File: config.mk
export PLATFORM = sky130hd
export DESIGN_NAME = packer_arb
export DESIGN_NICKNAME = d
export VERILOG_FILES = /design/src/rtl/packer_arb.sv
export SDC_FILE = /design/constraint.sdc
export NUM_CORES = 1
export LEC_CHECK = 0
export CORE_AREA = 3 3 235 237
export DETAILED_ROUTE_END_ITERATION = 7
export DIE_AREA = 0 0 238 240
export PLACE_DENSITY = 0.46
export SYNTH_ARGS = -nofsm -noshare
export SYNTH_HDL_FRONTEND = slang
export SYNTH_SLANG_ARGS = --single-unit
File: constraint.sdc
create_clock -name clk -period 2.1 [get_ports clk]
set_input_delay 0.63 -clock clk [delete_from_list [all_inputs] [get_ports clk]]
set_output_delay 0.63 -clock clk [all_outputs]
set_load 0.01 [all_outputs]
File: src/rtl/packer_arb.sv
// packer_arb: round-robin front end that shares a single IN_WIDTH->OUT_WIDTH
// packer among NUM_REQ unpacked-word requesters. Each grant streams words
// from one requester into the packer, zero-pads a short final word and hands
// packed words downstream tagged with the requester ID and a burst-last flag.
// The packer is never written and read in the same cycle.
//
// Ports
//   clk, Reset            clock, synchronous active-high reset
//   Req_EnWr/Last/DatWr   per-requester valid, last marker, data (slice i)
//   Req_RdyWr             per-requester accept (one-hot or zero)
//   Pkr_Reset             packer clear (held while idle)
//   Pkr_EnWr/Pkr_DatWr    packer write strobe / data (zero while padding)
//   Pkr_RdyRd/Pkr_DatRd   packer full flag / packed word
//   Pkr_EnRd              packer read/clear
//   Out_RdyRd/Out_EnRd    downstream valid / take
//   Out_DatRd/Id/Last     packed word, granted requester, last of grant

// Per-requester steering: ready, write handshake and data-mux contribution.
module packer_arb_lane #(
  parameter int IN_WIDTH = 64,
  parameter int ID_W     = 2,
  parameter int LANE_ID  = 0
) (
  input  logic [ID_W-1:0]     gnt,
  input  logic                wr_open,
  input  logic                en_wr,
  input  logic                last,
  input  logic [IN_WIDTH-1:0] dat,
  output logic                rdy,
  output logic                xfer,
  output logic                xfer_last,
  output logic [IN_WIDTH-1:0] dat_sel
);

  logic sel;

  assign sel       = (gnt == ID_W'(LANE_ID));
  assign rdy       = wr_open & sel;
  assign xfer      = rdy & en_wr;
  assign xfer_last = xfer & last;
  // Non-selected lanes contribute zero so the top can OR-reduce.
  assign dat_sel   = sel ? dat : '0;

endmodule

module packer_arb #(
  parameter int NUM_REQ   = 4,
  parameter int IN_WIDTH  = 64,
  parameter int OUT_WIDTH = 128,
  parameter int BURST_LEN = 4,
  parameter int ID_W      = 2
) (
  input  logic                         clk,
  input  logic                         Reset,
  input  logic [NUM_REQ-1:0]           Req_EnWr,
  input  logic [NUM_REQ-1:0]           Req_Last,
  input  logic [NUM_REQ*IN_WIDTH-1:0]  Req_DatWr,
  output logic [NUM_REQ-1:0]           Req_RdyWr,
  output logic                         Pkr_Reset,
  output logic                         Pkr_EnWr,
  output logic [IN_WIDTH-1:0]          Pkr_DatWr,
  input  logic                         Pkr_RdyRd,
  output logic                         Pkr_EnRd,
  input  logic [OUT_WIDTH-1:0]         Pkr_DatRd,
  output logic                         Out_RdyRd,
  input  logic                         Out_EnRd,
  output logic [OUT_WIDTH-1:0]         Out_DatRd,
  output logic [ID_W-1:0]              Out_Id,
  output logic                         Out_Last
);

  localparam int OUT_NUM_DATA = (OUT_WIDTH + IN_WIDTH - 1) / IN_WIDTH;
  localparam int FW           = $clog2(OUT_NUM_DATA + 1);
  localparam int WW           = $clog2(BURST_LEN + 1);

  localparam logic [FW-1:0]   FILL_FULL = FW'(OUT_NUM_DATA);
  localparam logic [WW-1:0]   WCNT_LAST = WW'(BURST_LEN - 1);
  localparam logic [ID_W-1:0] ID_MAX    = ID_W'(NUM_REQ - 1);

  localparam logic [1:0] S_IDLE  = 2'd0;
  localparam logic [1:0] S_FILL  = 2'd1;
  localparam logic [1:0] S_PAD   = 2'd2;
  localparam logic [1:0] S_DRAIN = 2'd3;

  logic [1:0]      state;
  logic [FW-1:0]   fill;
  logic [WW-1:0]   wcnt;
  logic [ID_W-1:0] gnt;
  logic [ID_W-1:0] rr_ptr;
  logic            last_seen;

  logic [FW-1:0]   fill_inc;
  logic            wr_open, wr_xfer, wr_last, rd_xfer;
  logic            pick_vld;
  logic [ID_W-1:0] pick;

  logic [NUM_REQ-1:0][IN_WIDTH-1:0] req_dat;
  logic [NUM_REQ-1:0][IN_WIDTH-1:0] lane_dat;
  logic [NUM_REQ-1:0]               lane_xfer, lane_last;
  logic [IN_WIDTH-1:0]              sel_dat;

  assign req_dat  = Req_DatWr;
  assign fill_inc = fill + 1'b1;

  // Outputs are forced quiet while Reset is high so nothing handshakes in a
  // cycle whose state update is about to be discarded.
  assign wr_open = ~Reset & (state == S_FILL) & (fill < FILL_FULL);

  for (genvar i = 0; i < NUM_REQ; i++) begin : g_lane
    packer_arb_lane #(
      .IN_WIDTH (IN_WIDTH),
      .ID_W     (ID_W),
      .LANE_ID  (i)
    ) u_lane (
      .gnt       (gnt),
      .wr_open   (wr_open),
      .en_wr     (Req_EnWr[i]),
      .last      (Req_Last[i]),
      .dat       (req_dat[i]),
      .rdy       (Req_RdyWr[i]),
      .xfer      (lane_xfer[i]),
      .xfer_last (lane_last[i]),
      .dat_sel   (lane_dat[i])
    );
  end

  always_comb begin
    sel_dat = '0;
    for (int i = 0; i < NUM_REQ; i++) sel_dat = sel_dat | lane_dat[i];
  end

  assign wr_xfer = |lane_xfer;
  assign wr_last = |lane_last;

  // Round-robin pick: the smallest distance k from rr_ptr wins, so scan k
  // downward and let later (closer) hits overwrite earlier ones.
  always_comb begin
    pick_vld = 1'b0;
    pick     = '0;
    for (int k = NUM_REQ - 1; k >= 0; k--) begin
      for (int i = 0; i < NUM_REQ; i++) begin
        if (Req_EnWr[i] && (((int'(rr_ptr) + k) % NUM_REQ) == i)) begin
          pick_vld = 1'b1;
          pick     = ID_W'(i);
        end
      end
    end
  end

  assign Pkr_Reset = Reset | (state == S_IDLE);
  assign Pkr_EnWr  = wr_xfer | (~Reset & (state == S_PAD));
  assign Pkr_DatWr = (~Reset && state == S_FILL) ? sel_dat : '0;
  assign Out_RdyRd = ~Reset & (state == S_DRAIN) & Pkr_RdyRd;
  assign Out_Last  = ~Reset & (state == S_DRAIN) & (last_seen | (wcnt == WCNT_LAST));
  assign rd_xfer   = Out_RdyRd & Out_EnRd;
  assign Pkr_EnRd  = rd_xfer;
  assign Out_DatRd = Pkr_DatRd;
  assign Out_Id    = gnt;

  always_ff @(posedge clk) begin
    if (Reset) begin
      state     <= S_IDLE;
      fill      <= '0;
      wcnt      <= '0;
      gnt       <= '0;
      rr_ptr    <= '0;
      last_seen <= 1'b0;
    end else begin
      case (state)
        S_IDLE: begin
          if (pick_vld) begin
            gnt       <= pick;
            rr_ptr    <= (pick == ID_MAX) ? '0 : pick + 1'b1;
            fill      <= '0;
            wcnt      <= '0;
            last_seen <= 1'b0;
            state     <= S_FILL;
          end
        end
        S_FILL: begin
          if (wr_xfer) begin
            fill <= fill_inc;
            if (wr_last) begin
              last_seen <= 1'b1;
              // Last on a partial word: pad the remaining slots with zero.
              state <= (fill_inc < FILL_FULL) ? S_PAD : S_DRAIN;
            end else if (fill_inc == FILL_FULL) begin
              state <= S_DRAIN;
            end
          end
        end
        S_PAD: begin
          fill <= fill_inc;
          if (fill_inc == FILL_FULL) state <= S_DRAIN;
        end
        S_DRAIN: begin
          if (rd_xfer) begin
            fill  <= '0;
            wcnt  <= wcnt + 1'b1;
            state <= Out_Last ? S_IDLE : S_FILL;
          end
        end
        default: state <= S_IDLE;
      endcase
    end
  end

endmodule

After elaboration in Yosys (flattened, before gate mapping) --
Index checks and enable logic that the tools add are counted. W data, S select, Z words.
Operators by class: equal/unequal tests 25, bitwise logic cells 29, $lt $le $gt $ge 2, $add $sub $neg 6, reductions and logical operators 34, mux-type cells 56
Operator list (number):
- $mux W64 | 5
- $or A64 B64 Y64 | 3
- $logic_not A32 Y1 | 4
- $mux W2 | 23
- $mux W1 | 22
- $and A1 B1 Y1 | 19
- $eq A3 B3 Y1 const B | 6
- $logic_and A1 B1 Y1 | 17
- $eq A2 B2 Y1 const B | 8
- $pmux W2 S4 | 2
- $eq A3 B2 Y1 const B | 4
- $ne A2 B2 Y1 const B | 4
- $reduce_or A4 Y1 | 2
- $add A2 B1 Y2 const B | 3
- $eq A2 B1 Y1 const B | 3
- $mux W3 | 2
- $pmux W3 S2 | 1
- $reduce_and A3 Y1 | 2
- $reduce_or A2 Y1 | 3
- $add A2 B2 Y2 const B | 2
- $logic_not A2 Y1 | 2
- $lt A2 B2 Y1 const B | 2
- $reduce_and A4 Y1 | 1
- $reduce_bool A2 Y1 | 2
- 6 further kinds | 10
Word-level totals: word-level logic and storage cells 158, input port bits 396, register bits 12

Depth between registers and ports, before layout --
word-level depth 23, mapped depth 7

Hierarchy --
Synthesis repeated with hierarchy kept, for this count alone.
Second synthesis, totals: cell total of the unflattened synthesis 664, area, all modules 4466.8 µm²
Modules (own cells, without submodules):
- packer_arb | area each 2424.8 µm², cells an instance 357, instances 1
- packer_arb_lane (g_lane[0].u_lane ...) | area each 495.5 µm², cells an instance 75, instances 3
- packer_arb_lane (g_lane[3].u_lane) | area each 555.5 µm², cells an instance 82, instances 1

Worst setup path before layout --
OpenSTA, ideal clock, no wires.
path type flip-flop to output port, start reg gnt[0] (netlist: Out_Id[0]), end out Pkr_DatWr[58], path buffers 2, arrival 1.672 ns, cell stages (with the launch flop) 5, path slack -0.202 ns, cell sequence dfxtp_1 > buf_2 > buf_1 > mux4_2 > and3_1
On the way: word-level cells in the longest chain between the ends 6, elaborated cells between the ends (all ways) 12, classes of those cells 3 x eq/ne; 5 x mux; 3 x bitwise; 1 x reduce/logical
RTL lines:
- start, declared | line 88 | logic [ID_W-1:0] gnt;
- start signal, assigned | line 172 | gnt <= pick;
- $eq A2 B1 Y1 or $logic_not A2 Y1 (tied branches) | line 37 | assign sel = (gnt == ID_W'(LANE_ID));
- $mux W64 | line 42 | assign dat_sel = sel ? dat : '0;
- $or A64 B64 Y64 (2 in a row) | line 129 | for (int i = 0; i < NUM_REQ; i++) sel_dat = sel_dat | lane_dat[i];
- $or A64 B64 Y64 * | line 129
- $mux W64 * | line 152 | assign Pkr_DatWr = (~Reset && state == S_FILL) ? sel_dat : '0;
- end, declared | line 61 | output logic [IN_WIDTH-1:0] Pkr_DatWr,
Every way passes the cells marked *; elsewhere a longest branch is shown, timed or not.

Worst setup path after layout --
start in Req_DatWr[103], end out Pkr_DatWr[39]
On the way: word-level cells in the longest chain between the ends 5
RTL lines:
- start, declared | line 57 | input logic [NUM_REQ*IN_WIDTH-1:0] Req_DatWr,
- $mux W64 | line 42
- $or A64 B64 Y64 (3 in a row) | line 129
- $mux W64 | line 152
Every way passes these cells.

==> summary.md <==
| Metric | Value |
|---|---|
| Netlist cell types | 39 |
| Grt total ovfl | 0 |
| PortBufs | 342 |
| Syn nets | 805 |
| Routed WL | 26.36 mm |
| Finish-stage setup viols | 70 |
| DR pass1 iterations | 4 |
| Remaining DRCs | 0 |
| Rel. slew slack | 0.5875 |
| Hold Crit Class | flip-flop to flip-flop |
| CP Class | input pin to primary output |
| Fin area | 8153 sq um |
| Hold path start | fill[0] |
| Post-synthesis sequential area ratio | 0.06246 |
| Clock sink total | 12 |
| Hold Fails Final Rpt | 0 |
| Clk_skew | 2.845 ps |
| Layout cells sized above 1 | 0.4356 |
| Max VDD drop | 0.0002499 V |
| Worst Setup End Kind | primary output |
| Setup TNS | -18680 ps |
| Final Power | 4.044 mW |
| Root Driver | clkbuf_16 |
| Vias per cell | 3.167 |
| Number of H-tree levels | 1 |
| Top_reg_cell synth | dfxtp_1 |
| Synthesized netlist cell count | 402 |
| Final max-slew violation count | 0 |
| GP Congestion | 0.8074 |
| Commonest non-fill, non-tap cell in the layout | dlygate4sd2_1 |
| Starting Density | 0.07190 |
| R2R Path Start | Out_Id[0] |
| Pleak | 3.640 nW |
| Mapped cell area | 3846 sq um |
| Asr flop ratio synth | 0 |
| Seq cells post-synth | 12 |
| RSZ-0062 raised after global routing | yes |
| Pwr dens | 496.0 nW/um^2 |
| Critical Path Source Type | input pin |
| Initial antenna violation count | 10 |
| Sum of buffers and inverters on the critical path | 2 |
| FF-to-FF path depth | 9 |
| Cts bufs inserted | 3 |
| EDFF count, synth | 0 |
| CTS Hold Bufs | 0 |
| Status | finished, violations left |
| Crit path from | Req_DatWr[103] |
| Layout area overhead | 112.0% |
| DRT iter0 DRCs | 155 |
| Failing checks | setup timing |
| NetSw | 1.487 mW |
| CP Max Fanout | 1 |
| Fin crit share | 1.177 |
| Io pins | 599 |
| Critical Path Sink | Pkr_DatWr[39] |
| NumNets Final | 1079 |
| Clk Latency, worst-skew pair | 240 ps |
| HPWL after DPL | 20.84 mm |
| Post-DP Area | 7625 sq um |
| Worst path cell trace | clkdlybuf4s50_1, mux4_2, and3_1, buf_2 |
| DIE HEIGHT | 240 um |
| R2r endpoint | fill[1] |
| Worst hold slack | 471.6 ps |
| Register clock-pin slew on the reported worst setup and hold paths | 40 ps |
| Switching share of power | 0.3678 |
| Reg power frac | 0.079 |
| FILL cells | 6037 |
| Wirelength per Cell | 19.18 um |
| Multi-input logic area | 2706 sq um |
| DRT antenna net count | 0 |
| Max Cap Viol | 0 |
| Gr usage total | 0.08414 |
| Largest stage delay, worst path | 500 ps |
| Via count of the first global-routing pass | 4637 |
| Total Die Area | 57120 sq um |
| CTS tree | built |
| Tightest Pin Transition | 610.9 ps |
| Largest net degree at the start of global routing | 51 |
| Ys Warns | 0 |
| Post-route minimum period | 2471 ps |
| DP Worst Slack | -868.6 ps |
| Core area | 53500 sq um |
| Post-Syn Area per Cell | 9.568 sq um |
| Die X | 238 um |
| Critical path depth | 4 |
| Comb pwr share | 0.835 |
| Internal power | 2.556 mW |
| Most frequent cells in the layout | dlygate4sd2_1 (169), mux4_2 (65), clkdlybuf4s50_1 (61), buf_4 (56), buf_6 (47) |
| # rows | 85 |
| R2r setup slk | -40 ps |
| Via count | 4352 |
| Clk pwr share | 0.086 |
| Worst Path Required | 1470 ps |
| First-pass GRT wire length | 34.47 mm |
| Worst setup margin | -371.4 ps |
| Crit path max-delay cell type | mux4_2 |
| Fmax | 404.6 MHz |
| CP Data Arrival Time | 1840 ps |
| Sequential cell area | 252.7 sq um |
| Deepest clock path buffer count | 2 |
| Delay-heaviest family, CP | buffers and inverters |
power groups by stage:
stage	clock network [mW]	logic, mW	registers (mW)
after floorplan	0	1.68	0.301
after global placement	0	3.03	0.352
after CTS	0.355	3.35	0.317
after detailed placement	0	3.04	0.347
final	0.346	3.38	0.321
after global routing	0.373	3.63	0.327
layer usage:
metal,share of wire,track usage
met5,0.0016,0
met1,0.39,0.1018
met3,0.12,0.03579
met4,0.040,0.03372
met2,0.45,0.1321
how the worst min path moves through the flow:
stage | to | slack (ps) | depth (start not counted)
after floorplan | wcnt[1] | 450 | 2
after global placement | fill[0] | 460 | 2
after detailed placement | wcnt[1] | 460 | 2
after CTS | wcnt[1] | 470 | 2
after global routing | fill[0] | 500 | 2
final | fill[0] | 470 | 2
worst register-to-register path, cell delays in order, from the launching register on:
cell and delay (ps):
dfxtp_4 360, buf_8 140, buf_12 150, mux4_2 240, nand2_2 60, buf_6 110, a221o_1 390, buf_4 160
or3b_1 350, a21oi_1 120
area by class of cell:
class,count,share of cell area
flip-flops and latches,12,0.03100
diodes,3,0.0009208
repair buffers,433,0.5138
well taps,696,0.1068
inverters,12,0.005832
multi-input cells,214,0.3320
clock buffers,3,0.009208
clock inverters,1,0.0004604
flip-flops by register name, indices dropped and copies added, names as in the netlist:
name       flops
wcnt           3
Out_Id         2
last_seen      1
rr_ptr         2
fill           2
state          2
what timing repair did:
| item | CTS | global route |
|---|---|---|
| cloned | 3 | 0 |
| resized for setup | 565 | 71 |
| pin swaps | 50 | 10 |
| buffers inserted | 24 | 5 |
| endpoints found under the setup margin | 85 | 77 |
synthesized netlist by cell type (2+ instances only):
library cell | n | share of area
nand2_1 | 11 | 0.011
buf_4 | 132 | 0.26
ha_1 | 7 | 0.023
nor2_1 | 10 | 0.0098
a31oi_1 | 3 | 0.0049
buf_2 | 9 | 0.012
o211a_1 | 2 | 0.0052
nor4_1 | 3 | 0.0049
or3b_1 | 2 | 0.0046
and3_1 | 66 | 0.11
a21oi_1 | 8 | 0.010
nand3_1 | 5 | 0.0065
and2_1 | 2 | 0.0033
clkbuf_1 | 17 | 0.017
nand2b_1 | 2 | 0.0033
mux4_2 | 65 | 0.38
inv_1 | 12 | 0.012
nor2b_1 | 3 | 0.0049
mux2i_1 | 3 | 0.0078
o21ai_0 | 6 | 0.0078
dfxtp_1 | 12 | 0.062
buf_1 | 5 | 0.0049
through the flow:
stage	instances	util
floorplan	402	-
global route	1371	0.1523
CTS	1367	0.1468
detailed placement	1337	0.1425
finish	1374	0.1524
global placement	1337	0.1425
cells by family (layout without fill, tap and decap cells):
family                     Yosys count  in the layout  share of synthesized area
DFF                                 12             12                    0.06246
muxes                               69             69                     0.3913
and+or+nand+nor                    108            108                     0.1659
buffers and inverters              176            449                     0.3038
other                                0              3                          0
adders and majority gates            7              7                    0.02277
AOI/OAI and AO/OA                   30             30                    0.05368
Power figures use the tool's default switching activity.
